File: src/rtl/even_odd_classifier_if.sv
// Operand/result handshake bundle for even_odd_classifier.
// The slave modport is the classifier's view; the master modport is the producer/consumer side.
interface even_odd_classifier_if #(
    parameter int WIDTH = 8
) ();
    logic             in_valid;
    logic             in_ready;
    logic [WIDTH-1:0] in_data;
    logic             in_mode;
    logic             out_valid;
    logic             out_ready;
    logic [WIDTH-1:0] out_data;
    logic             out_mode;
    logic             out_flag;

    modport slave (
        input  in_valid, in_data, in_mode, out_ready,
        output in_ready, out_valid, out_data, out_mode, out_flag
    );

    modport master (
        output in_valid, in_data, in_mode, out_ready,
        input  in_ready, out_valid, out_data, out_mode, out_flag
    );
endinterface

File: src/rtl/even_odd_classifier.sv
// Streaming even/odd and divisible-by-DIVISOR classifier, one operand in flight.
// Optional mode-0 result statistics are enabled with the EOC_STATS_EN macro.
module even_odd_classifier #(
    parameter int WIDTH   = 8,
    parameter int DIVISOR = 3,
    parameter int CNT_W   = 16
) (
    input  logic                   clk,
    input  logic                   rst,
    even_odd_classifier_if.slave   bus,
    output logic                   busy_o
`ifdef EOC_STATS_EN
    ,
    output logic [CNT_W-1:0]       even_count_o,
    output logic [CNT_W-1:0]       odd_count_o
`endif
);

    localparam int R_W   = $clog2(DIVISOR);
    localparam int IDX_W = $clog2(WIDTH);
    localparam logic [R_W:0]     DIV_T    = (R_W+1)'(DIVISOR);
    localparam logic [IDX_W-1:0] IDX_LAST = IDX_W'(WIDTH - 1);

    if (WIDTH < 2 || DIVISOR < 2 || longint'(DIVISOR) >= (64'd1 << WIDTH) || CNT_W < 1) begin : g_bad_param
        $error("even_odd_classifier: illegal parameter combination");
    end

    typedef enum logic [1:0] {
        ST_IDLE = 2'd0,
        ST_CALC = 2'd1,
        ST_HOLD = 2'd2
    } state_t;

    state_t           state_q;
    logic [WIDTH-1:0] data_q;
    logic             mode_q;
    logic             flag_q;
    logic             valid_q;
    logic             busy_q;
    logic [R_W-1:0]   r_q;
    logic [IDX_W-1:0] idx_q;

    logic             accept_s;
    logic [R_W:0]     t_s;
    logic [R_W-1:0]   rem_d;

    assign bus.in_ready = (state_q == ST_IDLE) | ((state_q == ST_HOLD) & bus.out_ready);
    assign accept_s     = bus.in_valid & bus.in_ready;

    // One MSB-first long-division step: t < 2*DIVISOR, so one conditional subtract is enough.
    always_comb begin
        t_s   = {r_q, data_q[idx_q]};
        rem_d = {R_W{1'b0}};
        if (t_s >= DIV_T) begin
            rem_d = R_W'(t_s - DIV_T);
        end else begin
            rem_d = t_s[R_W-1:0];
        end
    end

    // Control FSM with registered result and status outputs.
    always_ff @(posedge clk or posedge rst) begin
        if (rst) begin
            state_q <= ST_IDLE;
            data_q  <= {WIDTH{1'b0}};
            mode_q  <= 1'b0;
            flag_q  <= 1'b0;
            valid_q <= 1'b0;
            busy_q  <= 1'b0;
            r_q     <= {R_W{1'b0}};
            idx_q   <= {IDX_W{1'b0}};
        end else if (accept_s) begin
            data_q <= bus.in_data;
            mode_q <= bus.in_mode;
            r_q    <= {R_W{1'b0}};
            idx_q  <= IDX_LAST;
            if (bus.in_mode) begin
                state_q <= ST_CALC;
                valid_q <= 1'b0;
                busy_q  <= 1'b1;
            end else begin
                state_q <= ST_HOLD;
                flag_q  <= ~bus.in_data[0];
                valid_q <= 1'b1;
                busy_q  <= 1'b0;
            end
        end else begin
            case (state_q)
                ST_IDLE: begin
                    valid_q <= 1'b0;
                    busy_q  <= 1'b0;
                end
                ST_CALC: begin
                    r_q <= rem_d;
                    if (idx_q == {IDX_W{1'b0}}) begin
                        state_q <= ST_HOLD;
                        flag_q  <= (rem_d == {R_W{1'b0}});
                        valid_q <= 1'b1;
                        busy_q  <= 1'b0;
                    end else begin
                        idx_q <= idx_q - IDX_W'(1);
                    end
                end
                ST_HOLD: begin
                    if (bus.out_ready) begin
                        state_q <= ST_IDLE;
                        valid_q <= 1'b0;
                    end
                end
                default: begin
                    state_q <= ST_IDLE;
                    valid_q <= 1'b0;
                    busy_q  <= 1'b0;
                end
            endcase
        end
    end

    assign bus.out_valid = valid_q;
    assign bus.out_data  = data_q;
    assign bus.out_mode  = mode_q;
    assign bus.out_flag  = flag_q;
    assign busy_o        = busy_q;

`ifdef EOC_STATS_EN
    logic [CNT_W-1:0] even_cnt_q;
    logic [CNT_W-1:0] odd_cnt_q;
    logic             stat_xfer_s;

    function automatic logic [CNT_W-1:0] sat_inc(input logic [CNT_W-1:0] v);
        if (v == {CNT_W{1'b1}}) begin
            sat_inc = v;
        end else begin
            sat_inc = v + CNT_W'(1);
        end
    endfunction

    assign stat_xfer_s = valid_q & bus.out_ready & ~mode_q;

    // Saturating counts of delivered mode-0 results.
    always_ff @(posedge clk or posedge rst) begin
        if (rst) begin
            even_cnt_q <= {CNT_W{1'b0}};
            odd_cnt_q  <= {CNT_W{1'b0}};
        end else if (stat_xfer_s) begin
            if (flag_q) begin
                even_cnt_q <= sat_inc(even_cnt_q);
            end else begin
                odd_cnt_q <= sat_inc(odd_cnt_q);
            end
        end else begin
            even_cnt_q <= even_cnt_q;
            odd_cnt_q  <= odd_cnt_q;
        end
    end

    assign even_count_o = even_cnt_q;
    assign odd_count_o  = odd_cnt_q;
`endif

endmodule

File: src/flat_wrapper.sv
// flat-port wrapper written by rule: the top's interface ports become plain ports
module even_odd_classifier_flat 
#(
    parameter int WIDTH   = 8,
    parameter int DIVISOR = 3,
    parameter int CNT_W   = 16
)
  (clk, rst, busy_o, bus_in_valid, bus_in_data, bus_in_mode, bus_out_ready, bus_in_ready, bus_out_valid, bus_out_data, bus_out_mode, bus_out_flag);
  even_odd_classifier_if #(.WIDTH(WIDTH)) bus_i ();
  input  logic clk;
  input  logic rst;
  output logic busy_o;
  input wire logic [$bits(bus_i.in_valid)-1:0] bus_in_valid;
  input wire logic [$bits(bus_i.in_data)-1:0] bus_in_data;
  input wire logic [$bits(bus_i.in_mode)-1:0] bus_in_mode;
  input wire logic [$bits(bus_i.out_ready)-1:0] bus_out_ready;
  output wire logic [$bits(bus_i.in_ready)-1:0] bus_in_ready;
  output wire logic [$bits(bus_i.out_valid)-1:0] bus_out_valid;
  output wire logic [$bits(bus_i.out_data)-1:0] bus_out_data;
  output wire logic [$bits(bus_i.out_mode)-1:0] bus_out_mode;
  output wire logic [$bits(bus_i.out_flag)-1:0] bus_out_flag;
  assign bus_i.in_valid = bus_in_valid;
  assign bus_i.in_data = bus_in_data;
  assign bus_i.in_mode = bus_in_mode;
  assign bus_i.out_ready = bus_out_ready;
  assign bus_in_ready = bus_i.in_ready;
  assign bus_out_valid = bus_i.out_valid;
  assign bus_out_data = bus_i.out_data;
  assign bus_out_mode = bus_i.out_mode;
  assign bus_out_flag = bus_i.out_flag;
  even_odd_classifier #(.WIDTH(WIDTH), .DIVISOR(DIVISOR), .CNT_W(CNT_W)) u_core (.clk(clk), .rst(rst), .bus(bus_i), .busy_o(busy_o));
endmodule
File: config.mk
export PLATFORM = sky130hd
export DESIGN_NAME = even_odd_classifier_flat
export DESIGN_NICKNAME = d
export VERILOG_FILES = /design/src/rtl/even_odd_classifier_if.sv /design/src/rtl/even_odd_classifier.sv /design/src/flat_wrapper.sv
export SDC_FILE = /design/constraint.sdc
export NUM_CORES = 1
export LEC_CHECK = 0
export CELL_PAD_IN_SITES_DETAIL_PLACEMENT = 0
export CELL_PAD_IN_SITES_GLOBAL_PLACEMENT = 2
export CORE_MARGIN = 10
export CORE_UTILIZATION = 25
export DETAILED_ROUTE_END_ITERATION = 6
export PLACE_DENSITY = 0.81
export SYNTH_ARGS = -nofsm -noshare
export SYNTH_HDL_FRONTEND = slang
export SYNTH_SLANG_ARGS = --single-unit
File: constraint.sdc
create_clock -name clk -period 2.2 [get_ports clk]
set_clock_uncertainty 0.15 [all_clocks]
set_input_delay 0.55 -clock clk [delete_from_list [all_inputs] [get_ports clk]]
set_output_delay 0.55 -clock clk [all_outputs]
set_load 0.01 [all_outputs]
**After elaboration in Yosys (flattened, before gate mapping)**

Index checks and enable logic that the tools add are counted.
Widths: inputs -> output; s select.

- Add/subtract/negate cells: 2
- $lt $le $gt $ge: 2
- Equality and inequality tests: 8
- Muxes and demuxes: 26
- Bitwise gates (word level): 4
- Reduce and logical (&&, ||, !) cells: 10

Operator list:

| kind | count |
|---|---|
| $mux 2 | 7 |
| $mux 1 | 12 |
| $mux 3 | 3 |
| $ne 2x1->1 const B | 3 |
| $pmux 2 s3 | 1 |
| $reduce_and 2->1 | 3 |
| $reduce_and 3->1 | 2 |
| $logic_not 2->1 | 2 |
| $lt 3x4->1 const B | 1 |
| $pmux 1 s2 | 2 |
| $reduce_bool 2->1 | 2 |
| $bmux 1 s3 | 1 |
| $ge 3x2->1 const B | 1 |
| $logic_not 3->1 | 1 |
| $ne 3x1->1 const B | 1 |
| $ne 3x2->1 const B | 1 |
| $sub 3x1->3 const B | 1 |
| $and 1x1->1 | 2 |
| $eq 2x1->1 const B | 1 |
| $eq 2x2->1 const B | 1 |
| $ne 2x2->1 const B | 1 |
| $sub 2x2->2 const B | 1 |
| $not 1->1 | 1 |
| $or 1x1->1 | 1 |

- Flip-flop bits (word level): 19
- Word-level logic and storage cells: 60

**Longest topological paths before layout**

- Word-level depth: 8
- Depth in mapped cells: 8
- Mapped depth without buffers: 8

**Worst setup path after synthesis**

OpenSTA, ideal clock, no wires.

- Path type: register to register
- Start: register u_core.idx_q[0]
- End: register u_core.flag_q (netlist: u_core.bus.out_flag)
- Setup time: 0.132 ns
- Arrival time: 2.048 ns
- Data required time: 1.918 ns
- Path slack: -0.130 ns
- Cell stages (with the launch flop): 9
- Path buffers: 0
- Period minus slack after synthesis: 2.330 ns
- Cell sequence: dfrtp_1 -> mux4_1 -> mux2i_4 -> inv_1 -> ha_1 -> nor3_1 -> nor2_1 -> mux2i_1 -> o221ai_2

- Word-level cells in the longest chain between the ends: 8
- Elaborated cells between the ends (all ways): 12
- Those cells by class: add/sub: 1; order compare: 1; mux: 6; reduce/logical: 4

Ends and longest elaborated chain:

| element | RTL line | RTL |
|---|---|---|
| start: declaration | even_odd_classifier.sv:41 | `logic [IDX_W-1:0] idx_q;` |
| start signal: assignment | even_odd_classifier.sv:71 | `idx_q <= {IDX_W{1'b0}};` |
| start signal: assignment | even_odd_classifier.sv:101 | `idx_q <= idx_q - IDX_W'(1);` |
| $bmux 1 s3 | even_odd_classifier.sv:52 | `t_s = {r_q, data_q[idx_q]};` |
| $mux 1 (not written as such) | even_odd_classifier.sv:52 |  |
| $ge 3x2->1 or $sub 2x2->2 (tied branches) | even_odd_classifier.sv:54, even_odd_classifier.sv:55 |  |
| $mux 2 | even_odd_classifier.sv:54 | `if (t_s >= DIV_T) begin` |
| $logic_not 2->1 | even_odd_classifier.sv:97 | `flag_q <= (rem_d == {R_W{1'b0}});` |
| $mux 1 | even_odd_classifier.sv:95 | `if (idx_q == {IDX_W{1'b0}}) begin` |
| $mux 1 | even_odd_classifier.sv:88 | `case (state_q)` |
| $mux 1 | even_odd_classifier.sv:72 | `end else if (accept_s) begin` |
| end signal: assignment | even_odd_classifier.sv:83 | `flag_q <= ~bus.in_data[0];` |
| end signal: assignment | even_odd_classifier.sv:97 |  |
| end: declaration | even_odd_classifier.sv:37 | `logic flag_q;` |

Several ways; a longest one is shown, not always the timed one. The select of a mux whose other input is x is not followed.
A chain may end at the register's enable or synchronous reset.

**Final worst setup path**

Same ends and word-level chain as after synthesis.

==> run metrics <==
Comb pwr share between 50% and 60%; Synth Warn # 0; WL per Instance 13.06 um; fillers 387; Clock Latency Late Sink 0.26 ns; Synth area leader dfrtp_1; Worst Hold Path EP u_core.bus.out_mode$_DFFE_PP0P_; WP data arrival around 2.2 ns; cell family with most CP delay multiplexers; top post-synthesis cells by area dfrtp_1, nand2_1, mux4_1; Least-Margin Pin Slew 0.4010 ns; register share of total power 29.4%; average size of a mapped cell 9.719 um2; first-pass GRT wire length 4305 um; relative slew slack 73.15%; RSZ-0062 raised after global routing true; Initial Util 26.09%; Worst Path Max Fanout 3; most frequent cell after synthesis nand2_1; synth unique cells 28; Pleak 0.6968 nW; Reg clk slew, reported paths about 0.07 ns; r2r startpoint u_core.idx_q[0]$_DFFE_PP0P_; sw frac 37.32%; vias in the first global route ~900; Die W 82.04 um; ANT nets after route 0; Setup violations, final 0; worst path cell trace mux4_2 > mux2i_4 > inv_2 > ha_4 > nor3_4 > nor2_1 > mux2i_1 > o221ai_2; crit path launch u_core.idx_q[0]$_DFFE_PP0P_; CP Data Required Time 2.19 ns; path depth of the worst reg2reg path 8; WP buf/inv 1; Commonest cells post-synth nand2_1, dfrtp_1, inv_1; Post-Syn Area just under 1000 um2; Via Count 833; Internal Dissipation 1.369 mW; CP startpoint kind flop; ys flop type dfrtp_1; largest net degree at the start of global routing 20; clock buffer depth 2; Power Density roughly 1500 nW/um2; Max stage delay on crit path 0.55 ns; final-stage net count 160; FP Rows 22; input/output buffers 25; core area 3689 um2; net switching power 0.8150 mW; Post-synth EDFFs 0; VDD IR max 0.4826 mV; # hold bufs at CTS 0; Syn Nets roughly 120; Max-cap violations 0; n_diodes 0; CTS buffer count 3; H-tree levels 1; Seq/Total Area, Yosys 49.41%; Final Core Density 39.48%; RePlAce Congestion around 0.73; DP Cell Count 185; worst setup margin roughly 0.043 ns; reg-to-reg endpoint u_core.bus.out_flag$_DFFE_PP0P_; remaining global-route overflow 0; DR pass1 iterations 4; Hold Violations, Final 0; Area Growth Syn to Fin 51.37%; io pins 26; R2R Setup Slk between 0.04 and 0.05 ns; Fmax 0.4637 GHz; startpoint of the worst hold path u_core.bus.out_mode$_DFFE_PP0P_; clk sinks 19; post-synth top area share between 40% and 50%; worst min path class reg2reg; Crit. End Element flop; async set-reset flop share out of synthesis between 90% and 100%; initial antenna violation count 0; Clock power frac 11.3%; TNS Setup 0 ns; Non-Filler Instances 191; total power between 2 and 2.5 mW; final HPWL from detailed placement 1906 um; Die Span Y about 80 um; Min-Delay Path Depth 2; Root Buffer clkbuf_8; Crit Path Category reg2reg; outcome complete, no violations; die area 6730 um2; DRC 0; Mapped Cells around 100; Starting DRT DRC Count 28; CTS tree done; Place WS -0.1724 ns; crit path time final ~2.2 ns; GRT Total Usage 8.067%; Final Cycle Share 98.03%; vias per inst 4.361; Slew Viols, Final 0; drt total wl 2494 um; share of layout cells above drive strength 1 20.98%; flops & latches, synth 19; Crit-path slowest cell mux4_2
through the flow:
step                hold slack, ns  cell area, um2
global route                0.3778            1456
CTS                         0.3430            1456
global placement            0.3200            1383
finish                      0.3358            1456
detailed placement          0.3196            1383
floorplan                   0.3511           967.2
power groups by stage:
stage	clock network, mW	logic [mW]	registers [mW]
6_report	0.248	1.29	0.641
5_1_grt	0.272	1.45	0.666
4_1_cts	0.259	1.32	0.641
3_5_place_dp	0	1.21	0.631
3_3_place_gp	0	1.18	0.626
2_1_floorplan	0	0.603	0.668
cell families (layout without fill, tap and decap cells):
group / after synthesis / after routing / share of synthesized area [%]
fa+ha+maj: 3 / 3 / 3.902
xor+xnor: 2 / 2 / 1.821
mux: 5 / 5 / 9.883
flops: 19 / 19 / 49.42
buf+inv: 8 / 52 / 3.121
compound gates: 14 / 14 / 11.18
simple gates: 48 / 48 / 20.68
cells in the final DEF, fill, tap and decap left out, types with 2 or more instances in the layout:
cell type	count
o21ai_0	3
nand3_1	2
buf_4	17
inv_1	5
dfrtp_1	19
nand2b_1	2
nor2_1	4
o211ai_1	2
clkbuf_8	3
clkdlybuf4s50_1	24
ha_1	2
mux2i_1	2
mux4_2	2
nand2_1	35
layer usage:
layer	global-route usage, %	part of all wire, %	vias up	wire length, um
met5	0	0	-	0
met4	3.912	1.1	0	27
met3	2.948	5.1	4	126
met2	12.77	48	14	1195
met1	9.457	46	396	1143
li1	-	-	419	-
timing repair:
item,CTS,global route
cloned,0,0
endpoints found under the setup margin,3,2
pin swaps,2,3
gates resized for setup,8,0
buffers inserted,2,0
final cells by class:
cell class                      instances  area (um2)  area share, %
Sequential cell                        19       475.5          32.65
Clock inverter                          1       5.005         0.3436
Multi-Input combinational cell         72       475.5          32.65
Clock buffer                            3       41.29          2.835
Inverter                                6       22.52          1.546
Timing Repair Buffer                   42       376.6          25.86
Tap cell                               48       60.06          4.124
tightest hold or removal path, stage by stage (launching register included):
cell	delay (ns)
dfrtp_1	0.35
nand2_1	0.05
nand2_1	0.05
flip-flops by register name (all words and copies together), names as in the netlist:
| name | flops |
|---|---|
| u_core.bus.out_data | 8 |
| u_core.bus.out_flag | 1 |
| u_core.bus.out_mode | 1 |
| u_core.bus.out_valid | 1 |
| u_core.busy_o | 1 |
| u_core.idx_q | 3 |
| u_core.r_q | 2 |
| u_core.state_q | 2 |
worst max path at each step:
stage | end | slack (ns) | depth (start not counted)
global route | u_core.bus.out_flag$_DFFE_PP0P_ | -0.11 | 8
detailed placement | bus_in_ready | -0.17 | 3
floorplan | u_core.bus.out_flag$_DFFE_PP0P_ | 0.00004 | 8
global placement | bus_in_ready | -0.16 | 3
CTS | u_core.bus.out_flag$_DFFE_PP0P_ | -0.05 | 8
finish | u_core.bus.out_flag$_DFFE_PP0P_ | 0.04 | 8
(Power assumes the default switching activity.)
